==> src/rtl/ssd_pkg.sv <==
// Shared types, segment patterns and helpers for the multiplexed seven-segment driver.
// Segment patterns are active-low, bit 0 = segment a .. bit 6 = segment g.
package ssd_pkg;

    localparam logic [6:0] SEG_0     = 7'b1000000;
    localparam logic [6:0] SEG_1     = 7'b1111001;
    localparam logic [6:0] SEG_2     = 7'b0100100;
    localparam logic [6:0] SEG_3     = 7'b0110000;
    localparam logic [6:0] SEG_4     = 7'b0011001;
    localparam logic [6:0] SEG_5     = 7'b0010010;
    localparam logic [6:0] SEG_6     = 7'b0000010;
    localparam logic [6:0] SEG_7     = 7'b1111000;
    localparam logic [6:0] SEG_8     = 7'b0000000;
    localparam logic [6:0] SEG_9     = 7'b0010000;
    localparam logic [6:0] SEG_BLANK = 7'b1111111;
    localparam logic [6:0] SEG_DASH  = 7'b0111111;

    typedef enum logic {
        CONV_IDLE,
        CONV_SHIFT
    } conv_state_t;

    function automatic logic [6:0] bcd_to_seg(input logic [3:0] nibble);
        logic [6:0] seg;
        case (nibble)
            4'd0:    seg = SEG_0;
            4'd1:    seg = SEG_1;
            4'd2:    seg = SEG_2;
            4'd3:    seg = SEG_3;
            4'd4:    seg = SEG_4;
            4'd5:    seg = SEG_5;
            4'd6:    seg = SEG_6;
            4'd7:    seg = SEG_7;
            4'd8:    seg = SEG_8;
            4'd9:    seg = SEG_9;
            default: seg = SEG_BLANK;
        endcase
        return seg;
    endfunction

    function automatic logic [31:0] pow10(input int unsigned n);
        logic [31:0] r;
        r = 32'd1;
        for (int unsigned i = 0; i < n; i++) begin
            r = r * 32'd10;
        end
        return r;
    endfunction

endpackage

==> src/rtl/bin_bcd_seq.sv <==
// Sequential binary-to-BCD converter (double dabble), one input bit per clock.
module bin_bcd_seq
    import ssd_pkg::*;
#(
    parameter int BIN_W  = 8,
    parameter int DIGITS = 4
) (
    input  logic                  clk,
    input  logic                  reset,
    input  logic                  start,
    input  logic [BIN_W-1:0]      bin,
    output logic                  busy,
    output logic                  done,
    output logic [4*DIGITS-1:0]   bcd
);

    localparam int CNT_W = $clog2(BIN_W + 1);

    conv_state_t          state, state_nx;
    logic [BIN_W-1:0]     sr;
    logic [4*DIGITS-1:0]  work;
    logic [4*DIGITS-1:0]  adj;
    logic [CNT_W-1:0]     cnt;

    // The first shift happens on the start edge (nothing to adjust in an all-zero
    // BCD field), so the last shift lands one edge early and done can be decoded
    // from registers, letting the caller latch the result on the BIN_W-th edge.
    assign done = (state == CONV_SHIFT) && (cnt == CNT_W'(BIN_W));
    assign busy = (state == CONV_SHIFT);
    assign bcd  = work;

    always_comb begin
        adj = '0;
        for (int unsigned i = 0; i < DIGITS; i++) begin
            if (work[4*i +: 4] >= 4'd5) begin
                adj[4*i +: 4] = work[4*i +: 4] + 4'd3;
            end else begin
                adj[4*i +: 4] = work[4*i +: 4];
            end
        end
    end

    always_comb begin
        state_nx = state;
        case (state)
            CONV_IDLE:  if (start) state_nx = CONV_SHIFT;
            CONV_SHIFT: if (done)  state_nx = CONV_IDLE;
            default:    state_nx = CONV_IDLE;
        endcase
    end

    always_ff @(posedge clk) begin
        if (reset) begin
            state <= CONV_IDLE;
        end else begin
            state <= state_nx;
        end
    end

    always_ff @(posedge clk) begin
        if (reset) begin
            sr   <= '0;
            work <= '0;
            cnt  <= '0;
        end else if (state == CONV_IDLE && start) begin
            work <= (4*DIGITS)'(bin[BIN_W-1]);
            sr   <= bin << 1;
            cnt  <= CNT_W'(1);
        end else if (state == CONV_SHIFT && !done) begin
            {work, sr} <= {adj, sr} << 1;
            cnt        <= cnt + 1'b1;
        end
    end

endmodule

==> src/rtl/ssd_scan_driver.sv <==
// N-digit multiplexed seven-segment driver: load/busy handshake, sequential BCD
// conversion, leading-zero blanking, decimal points and overflow dashes.
module ssd_scan_driver
    import ssd_pkg::*;
#(
    parameter int DIGITS   = 4,
    parameter int BIN_W    = 8,
    parameter int PRESCALE = 256,
    parameter int BLANK_LZ = 1
) (
    input  logic              clk,
    input  logic              reset,
    input  logic              load,
    input  logic [BIN_W-1:0]  bin_in,
    input  logic [DIGITS-1:0] dp_in,
    output logic              busy,
    output logic              overflow,
    output logic [DIGITS-1:0] sel,
    output logic [7:0]        dig
);

    localparam int          IDX_W = (DIGITS > 1) ? $clog2(DIGITS) : 1;
    localparam int          PRE_W = $clog2(PRESCALE);
    localparam logic [31:0] LIMIT = pow10(DIGITS) - 32'd1;

    logic                 start;
    logic                 conv_done;
    logic [4*DIGITS-1:0]  conv_bcd;
    logic [4*DIGITS-1:0]  bcd_disp;
    logic [DIGITS-1:0]    dp_pend;
    logic [DIGITS-1:0]    dp_lat;
    logic                 ovf_pend;
    logic [PRE_W-1:0]     presc;
    logic [IDX_W-1:0]     idx;
    logic [DIGITS-1:0]    blank_mask;
    logic [3:0]           cur_nib;
    logic                 cur_blank;
    logic                 cur_dp;
    logic [6:0]           cur_seg;

    assign start = load & ~busy;

    bin_bcd_seq #(
        .BIN_W  (BIN_W),
        .DIGITS (DIGITS)
    ) u_conv (
        .clk   (clk),
        .reset (reset),
        .start (start),
        .bin   (bin_in),
        .busy  (busy),
        .done  (conv_done),
        .bcd   (conv_bcd)
    );

    always_ff @(posedge clk) begin
        if (reset) begin
            dp_pend  <= '0;
            ovf_pend <= 1'b0;
        end else if (start) begin
            dp_pend  <= dp_in;
            ovf_pend <= (32'(bin_in) > LIMIT);
        end
    end

    // Display, dp and overflow switch together so the old value shows until done.
    always_ff @(posedge clk) begin
        if (reset) begin
            bcd_disp <= '0;
            dp_lat   <= '0;
            overflow <= 1'b0;
        end else if (conv_done) begin
            bcd_disp <= conv_bcd;
            dp_lat   <= dp_pend;
            overflow <= ovf_pend;
        end
    end

    always_ff @(posedge clk) begin
        if (reset) begin
            presc <= '0;
            idx   <= '0;
        end else if (presc == PRE_W'(PRESCALE - 1)) begin
            presc <= '0;
            idx   <= (idx == IDX_W'(DIGITS - 1)) ? '0 : idx + 1'b1;
        end else begin
            presc <= presc + 1'b1;
        end
    end

    always_comb begin
        logic all_zero;
        blank_mask = '0;
        all_zero   = 1'b1;
        for (int unsigned k = 0; k < DIGITS; k++) begin
            all_zero = all_zero && (bcd_disp[4*(DIGITS-1-k) +: 4] == 4'd0);
            blank_mask[DIGITS-1-k] = all_zero;
        end
        blank_mask[0] = 1'b0;
        if (BLANK_LZ == 0) begin
            blank_mask = '0;
        end
    end

    always_comb begin
        cur_nib   = '0;
        cur_blank = 1'b0;
        cur_dp    = 1'b0;
        for (int unsigned i = 0; i < DIGITS; i++) begin
            if (idx == IDX_W'(i)) begin
                cur_nib   = bcd_disp[4*i +: 4];
                cur_blank = blank_mask[i];
                cur_dp    = dp_lat[i];
            end
        end
        if (overflow) begin
            cur_seg = SEG_DASH;
        end else if (cur_blank) begin
            cur_seg = SEG_BLANK;
        end else begin
            cur_seg = bcd_to_seg(cur_nib);
        end
    end

    always_ff @(posedge clk) begin
        if (reset) begin
            sel <= '1;
            dig <= 8'hFF;
        end else begin
            sel <= ~(DIGITS'(1) << idx);
            dig <= {~cur_dp, cur_seg};
        end
    end

endmodule

==> config.mk <==
export PLATFORM = sky130hd
export DESIGN_NAME = ssd_scan_driver
export DESIGN_NICKNAME = d
export VERILOG_FILES = /design/src/rtl/ssd_pkg.sv /design/src/rtl/bin_bcd_seq.sv /design/src/rtl/ssd_scan_driver.sv
export SDC_FILE = /design/constraint.sdc
export NUM_CORES = 1
export LEC_CHECK = 0
export CAP_MARGIN = 10
export CORE_AREA = 2 2 83 104
export CTS_CLUSTER_DIAMETER = 40
export DETAILED_ROUTE_END_ITERATION = 16
export DIE_AREA = 0 0 85 106
export DONT_BUFFER_PORTS = 1
export HOLD_SLACK_MARGIN = 0.06
export PLACE_DENSITY_LB_ADDON = 0.15
export SLEW_MARGIN = 20
export SYNTH_ARGS = -nofsm -noshare
export SYNTH_HDL_FRONTEND = slang
export SYNTH_HIERARCHICAL = 1
export SYNTH_SLANG_ARGS = --single-unit
==> constraint.sdc <==
create_clock -name clk -period 2.2 [get_ports clk]
set_clock_uncertainty 0.1 [all_clocks]
set_input_delay 0 -clock clk [delete_from_list [all_inputs] [get_ports clk]]
set_output_delay 0 -clock clk [all_outputs]
set_load 0.02 [all_outputs]
**Word level (Yosys, flattened, before mapping)**

Memories as Yosys holds them, arrays and structs flattened. A register that Yosys moved wholly into a read port is not among the register bits.
Cells that the tools add are included.

- Add/sub/neg operators: 7
- Shift operators: 1
- Bitwise operators: 4
- Reduce and logical (&&, ||, !) cells: 14
- Order comparisons: 4
- Muxes and demuxes: 25
- Equal/unequal tests: 5

Operator list:

| operator | count |
|---|---|
| two-way mux 4 bit | 7 |
| >= comparator 4 x 3 -> 1 bit (second input constant) | 4 |
| two-way mux 8 bit | 2 |
| two-way mux 1 bit | 13 |
| adder 4 x 2 -> 4 bit (second input constant) | 3 |
| logical NOT 4 bit | 3 |
| adder 8 x 1 -> 8 bit (second input constant) | 1 |
| equality test 8 bit (second input constant) | 1 |
| OR reduction 2 bit | 3 |
| logical AND 1 bit | 5 |
| adder 4 x 1 -> 4 bit (second input constant) | 1 |
| equality test 2 bit (second input constant) | 2 |
| equality test 4 bit (second input constant) | 1 |
| NOT 4 bit | 1 |
| left shift 1 x 2 -> 4 bit (first input constant) | 1 |
| adder 3 x 2 -> 3 bit (second input constant) | 1 |
| two-way mux 3 bit | 1 |
| adder 2 x 1 -> 2 bit (second input constant) | 1 |
| equality test 2 x 1 -> 1 bit (second input constant) | 1 |
| logical NOT 2 bit | 1 |
| two-way mux 2 bit | 1 |
| NOT 1 bit | 2 |
| one-hot mux 1 bit (2 select lines) | 1 |
| nonzero test 2 bit | 1 |
| 2 further kinds | 2 |

- Output and inout port bits: 14
- Bits of input ports: 15
- ROM bits: 112
- Logic and storage cells: 74
- Register bits after elaboration: 67
- Memories: 1

Memories:

| name | depth | width | read ports | clocked after Yosys merged registers in | write ports | RTL line | RTL |
|---|---|---|---|---|---|---|---|
| (no name shown) | 16 | 7 | 1 | 1 | 0 | ssd_pkg.sv:25 | `case (nibble)` |

**Logic depth before layout (Yosys ltp)**

- Depth in word-level cells: 7
- Mapped depth: 9
- Depth with buffers taken out: 8

**Cells and area by module**

The synthesis kept the hierarchy.

Modules (own cells, without submodules):

| module | cells an instance | seq. area each (um^2) | times used | area each (um^2) |
|---|---|---|---|---|
| ssd_scan_driver | 209 | 920.9 | 1 | 2068.2 |
| bin_bcd_seq | 159 | 560.5 | 1 | 1443.9 |

**Worst setup path before layout**

Ideal clock, no wire load.

- Path kind: reg-to-reg
- Start point: register idx[1]
- End point: register dig[1]
- Setup time: 0.121 ns
- Clock period less this slack: 2.028 ns
- Data required time: 1.979 ns
- Data arrival time: 1.807 ns
- Buffers on the path: 1
- Cell stages (with the launch flop): 9
- Setup slack: 0.172 ns
- Cells stage by stage: dfxtp_1 > inv_1 > ha_1 > buf_6 > nand3b_1 > a221oi_4 > ha_1 > a21oi_1 > o21ai_1

- Cells in the longest elaborated chain, start to end: 5
- Elaborated cells between the ends (all ways): 12
- Those cells by class: 3 x eq/ne; 7 x mux; 2 x reduce/logical

Ends and longest elaborated chain:

| element | RTL line | RTL |
|---|---|---|
| start, declared | ssd_scan_driver.sv:34 | `logic [IDX_W-1:0] idx;` |
| start signal, assigned | ssd_scan_driver.sv:85 | `idx <= (idx == IDX_W'(DIGITS - 1)) ? '0 : idx + 1'b1;` |
| equality test 2 x 1 -> 1 bit / logical NOT 2 bit (equally long branches) | ssd_scan_driver.sv:110 | `if (idx == IDX_W'(i)) begin` |
| two-way mux 1 bit / two-way mux 4 bit (equally long branches) (3 in a row) | ssd_scan_driver.sv:110 |  |
| OR reduction 2 bit (no source line) / two-way mux 4 bit (equally long branches) | - |  |
| end signal, assigned | ssd_scan_driver.sv:131 | `dig <= {~cur_dp, cur_seg};` |
| end, declared | ssd_scan_driver.sv:19 | `output logic [7:0] dig` |

Several ways; a longest one is shown, not always the timed one.
A chain may end at the register's enable or synchronous reset.

**Worst setup path in the final report**

- Start point: register u_conv.cnt[0]
- End point: register u_conv.cnt[0]

- Cells in the longest elaborated chain, start to end: 5
- Elaborated cells between the ends (all ways): 8
- Those cells by class: 1 x add/sub; 1 x eq/ne; 2 x mux; 4 x reduce/logical

Ends and longest elaborated chain:

| element | RTL line | RTL |
|---|---|---|
| start, declared | bin_bcd_seq.sv:23 | `logic [CNT_W-1:0] cnt;` |
| start signal, assigned | bin_bcd_seq.sv:71 | `cnt <= cnt + 1'b1;` |
| equality test 4 bit | bin_bcd_seq.sv:28 | `assign done = (state == CONV_SHIFT) && (cnt == CNT_W'(BIN_W));` |
| logical AND 1 bit | bin_bcd_seq.sv:28 |  |
| via conv_done | ssd_scan_driver.sv:27 | `logic conv_done;` |
| logical NOT 1 bit | bin_bcd_seq.sv:69 | `end else if (state == CONV_SHIFT && !done) begin` |
| logical AND 1 bit | bin_bcd_seq.sv:69 |  |
| nonzero test 2 bit (no source line) | - |  |

The timed path passes the listed nets, and every way through them passes these cells. The select of a mux whose other input is x is not followed.

==> results.json <==
{
  "outcome": "finished clean",
  "whs_path_depth": 4,
  "ys_ff_latch": 74,
  "max_freq_ghz": 0.477,
  "netlist.area_leader.share": 0.422,
  "clock_latency_ns": 0.36,
  "r2r.worst_path.cells": 7,
  "power_per_cell_area_nw_per_um2": 693,
  "ys_seq_area_frac": 0.422,
  "grt_overflow_total": 0,
  "h-tree-depth": 3,
  "yosys_warnings": 6,
  "slew_viol_final": 0,
  "synthFlopType": "dfxtp_1",
  "grt_max_degree": 50,
  "post-synth-top-area-cell": "dfxtp_1",
  "cts_tree": "done",
  "clk_pin_slew_ns": 0.07,
  "finalCriticalPeriod_ns": 2.10,
  "drt_iter0_drc": 97,
  "grt_pass1_vias": 2663,
  "syn_area_per_cell_sq_um": 9.54,
  "vias": 2658,
  "setup_violations": 0,
  "hold_violations": 0,
  "die_area_sq_um": 9010,
  "syn_area_sq_um": 3510,
  "ios": 29,
  "via_per_inst": 5.36,
  "crit_path_max_fanout": 9,
  "io_buffer_count": 0,
  "async_reset_ff_frac": 0,
  "hold_path_class": "input pin to flop",
  "synth_cells": 368,
  "cts_root_buffer": "clkbuf_8",
  "ys_top_cells_by_count": "dfxtp_1, nor2_1, mux2i_1, a21oi_1, inv_1",
  "cts_buffer_depth": 2,
  "grt_usage": 0.168,
  "dp_hpwl_mm": 4.70,
  "firstDrtPassIters": 4,
  "stdcell_count": 496,
  "period_share": 0.952,
  "ir_drop_mv": 0.441,
  "critPathKind": "flop to flop",
  "areaGrowthSynthToFinish_pct": 15.8,
  "p_leak_uw": 0.00147,
  "pre_cts_slack_ns": 0.0847,
  "synth_area_leaders": "dfxtp_1, mux2i_1, ha_1",
  "rows": 37,
  "coreArea_sq_um": 8100,
  "dieHeight_microns": 106,
  "drc": 0,
  "worst_ep_arrival_time_ns": 2.30,
  "fin_tns_setup_ns": 0,
  "totalWireLength_mm": 7.04,
  "diodes": 0,
  "rsz0062_at_grt": "no",
  "critPathCaptureType": "flop",
  "grt_pass1_wl_mm": 12.1,
  "antenna_left": 0,
  "syn-num-nets": 399,
  "finalWorstSetupSlack_ns": 0.105,
  "die_width_microns": 85,
  "layout.nets": 425,
  "start_kind": "flop",
  "place.gp.congestion": 0.817,
  "max-cap-violations": 0,
  "drive_above_1_share": 0.158,
  "antenna_found_initial": 0,
  "synth.distinct_cells": 56,
  "initial_utilization": 0.434,
  "worstPathRequired_ns": 2.40,
  "synth-edff-count": 0,
  "place_inst": 460,
  "synth_most_common_cell": "dfxtp_1",
  "cts_buffers": 9,
  "wl_per_cell_microns": 14.2,
  "cts.sinks": 74
}
[kinds of logic (layout without fill, tap and decap cells)]
family,count (synthesis),in the layout,synth area share
flops,74,74,0.422
fa+ha+maj,16,16,0.0570
xor+xnor,8,8,0.0199
compound gates,74,74,0.159
buf+inv,39,70,0.0538
mux,31,31,0.0901
simple gates,125,125,0.197
other cells,1,1,0.00107
[timing repair]
item | in CTS | in global routing
resized for setup | 0 | 6
hold buffers | 19 | 0
setup endpoints to repair | 0 | 7
endpoints found under the hold margin | 72 | 0
setup buffers | 0 | 1
[flip-flops by register name, indices dropped and copies added, names as in the netlist]
signal / count
presc: 8
u_conv/sr: 7
u_conv/busy: 1
dp_lat: 4
idx: 2
dp_pend: 4
sel: 4
bcd_disp: 16
u_conv/cnt: 4
dig: 8
u_conv/bcd: 16
[cells in the final DEF, fill, tap and decap left out, types with 4 or more instances in the layout]
master         count
mux2_2             5
a211oi_1           5
dlygate4sd3_1     18
nor3b_1            7
xnor2_1            4
o21ai_1            7
xor2_1             4
mux2i_1           26
inv_1             19
buf_4             16
nand2b_1           7
o21ai_0           14
ha_1              14
a222oi_1           7
nor2_1            52
and2_1             4
nand3_1           14
nor3_1             5
dfxtp_1           71
a21oi_1           19
nand2_1           10
clkbuf_8          10
[cell type report]
cell class                      instances  area, sq um
Fill cell                             746         4040
Multi-Input combinational cell        255         1850
Sequential cell                        74         1490
Timing Repair Buffer                   35          320
Clock buffer                           11          141
Tap cell                               97          121
Clock inverter                          5         77.6
Inverter                               19         71.3
[metrics by stage]
stage	instance area (sq um)	total power (uW)	util	hold WS, ns
floorplan	3510	1590	-	0.0360
global placement	3630	1610	0.448	-0.0293
detailed placement	3630	1620	0.448	-0.0285
CTS	4050	2850	0.500	0.0652
global route	4070	2930	0.502	0.134
finish	4070	2820	0.502	0.0738
[per-layer routing]
metal  track usage  vias to the layer above  routed length, microns
met5             0                        -                       0
li1              -                     1348                       -
met2         0.296                       40                    3560
met4        0.0816                        0                     151
met3        0.0380                        9                     207
met1         0.188                     1261                    3130
[worst max-delay path, stage by stage, from the launching register on]
cell and delay (ns):
dfxtp_2 0.34, inv_1 0.06, ha_1 0.24, and4b_4 0.20, o21bai_4 0.21, mux2_2 0.29, nor2_2 0.07, dlygate4sd3_1 0.54
[worst paths after layout]
check / startpoint / end / slack, ns
hold reg to reg: presc[0]$_SDFF_PP0_ / presc[0]$_SDFF_PP0_ / 0.37
hold / removal: load / dp_pend[1]$_SDFFE_PP0P_ / 0.07
setup reg to reg: u_conv/cnt[0]$_SDFFE_PP0P_ / u_conv/cnt[0]$_SDFFE_PP0P_ / 0.10
setup / recovery: u_conv/cnt[0]$_SDFFE_PP0P_ / u_conv/cnt[0]$_SDFFE_PP0P_ / 0.10
[power by group]
| group | leakage, uW | switching (uW) | internal (uW) |
|---|---|---|---|
| clock network | 0.000109 | 516 | 666 |
| logic | 0.000757 | 122 | 102 |
| registers | 0.000603 | 37.1 | 1380 |
Power figures use the tool's default switching activity.
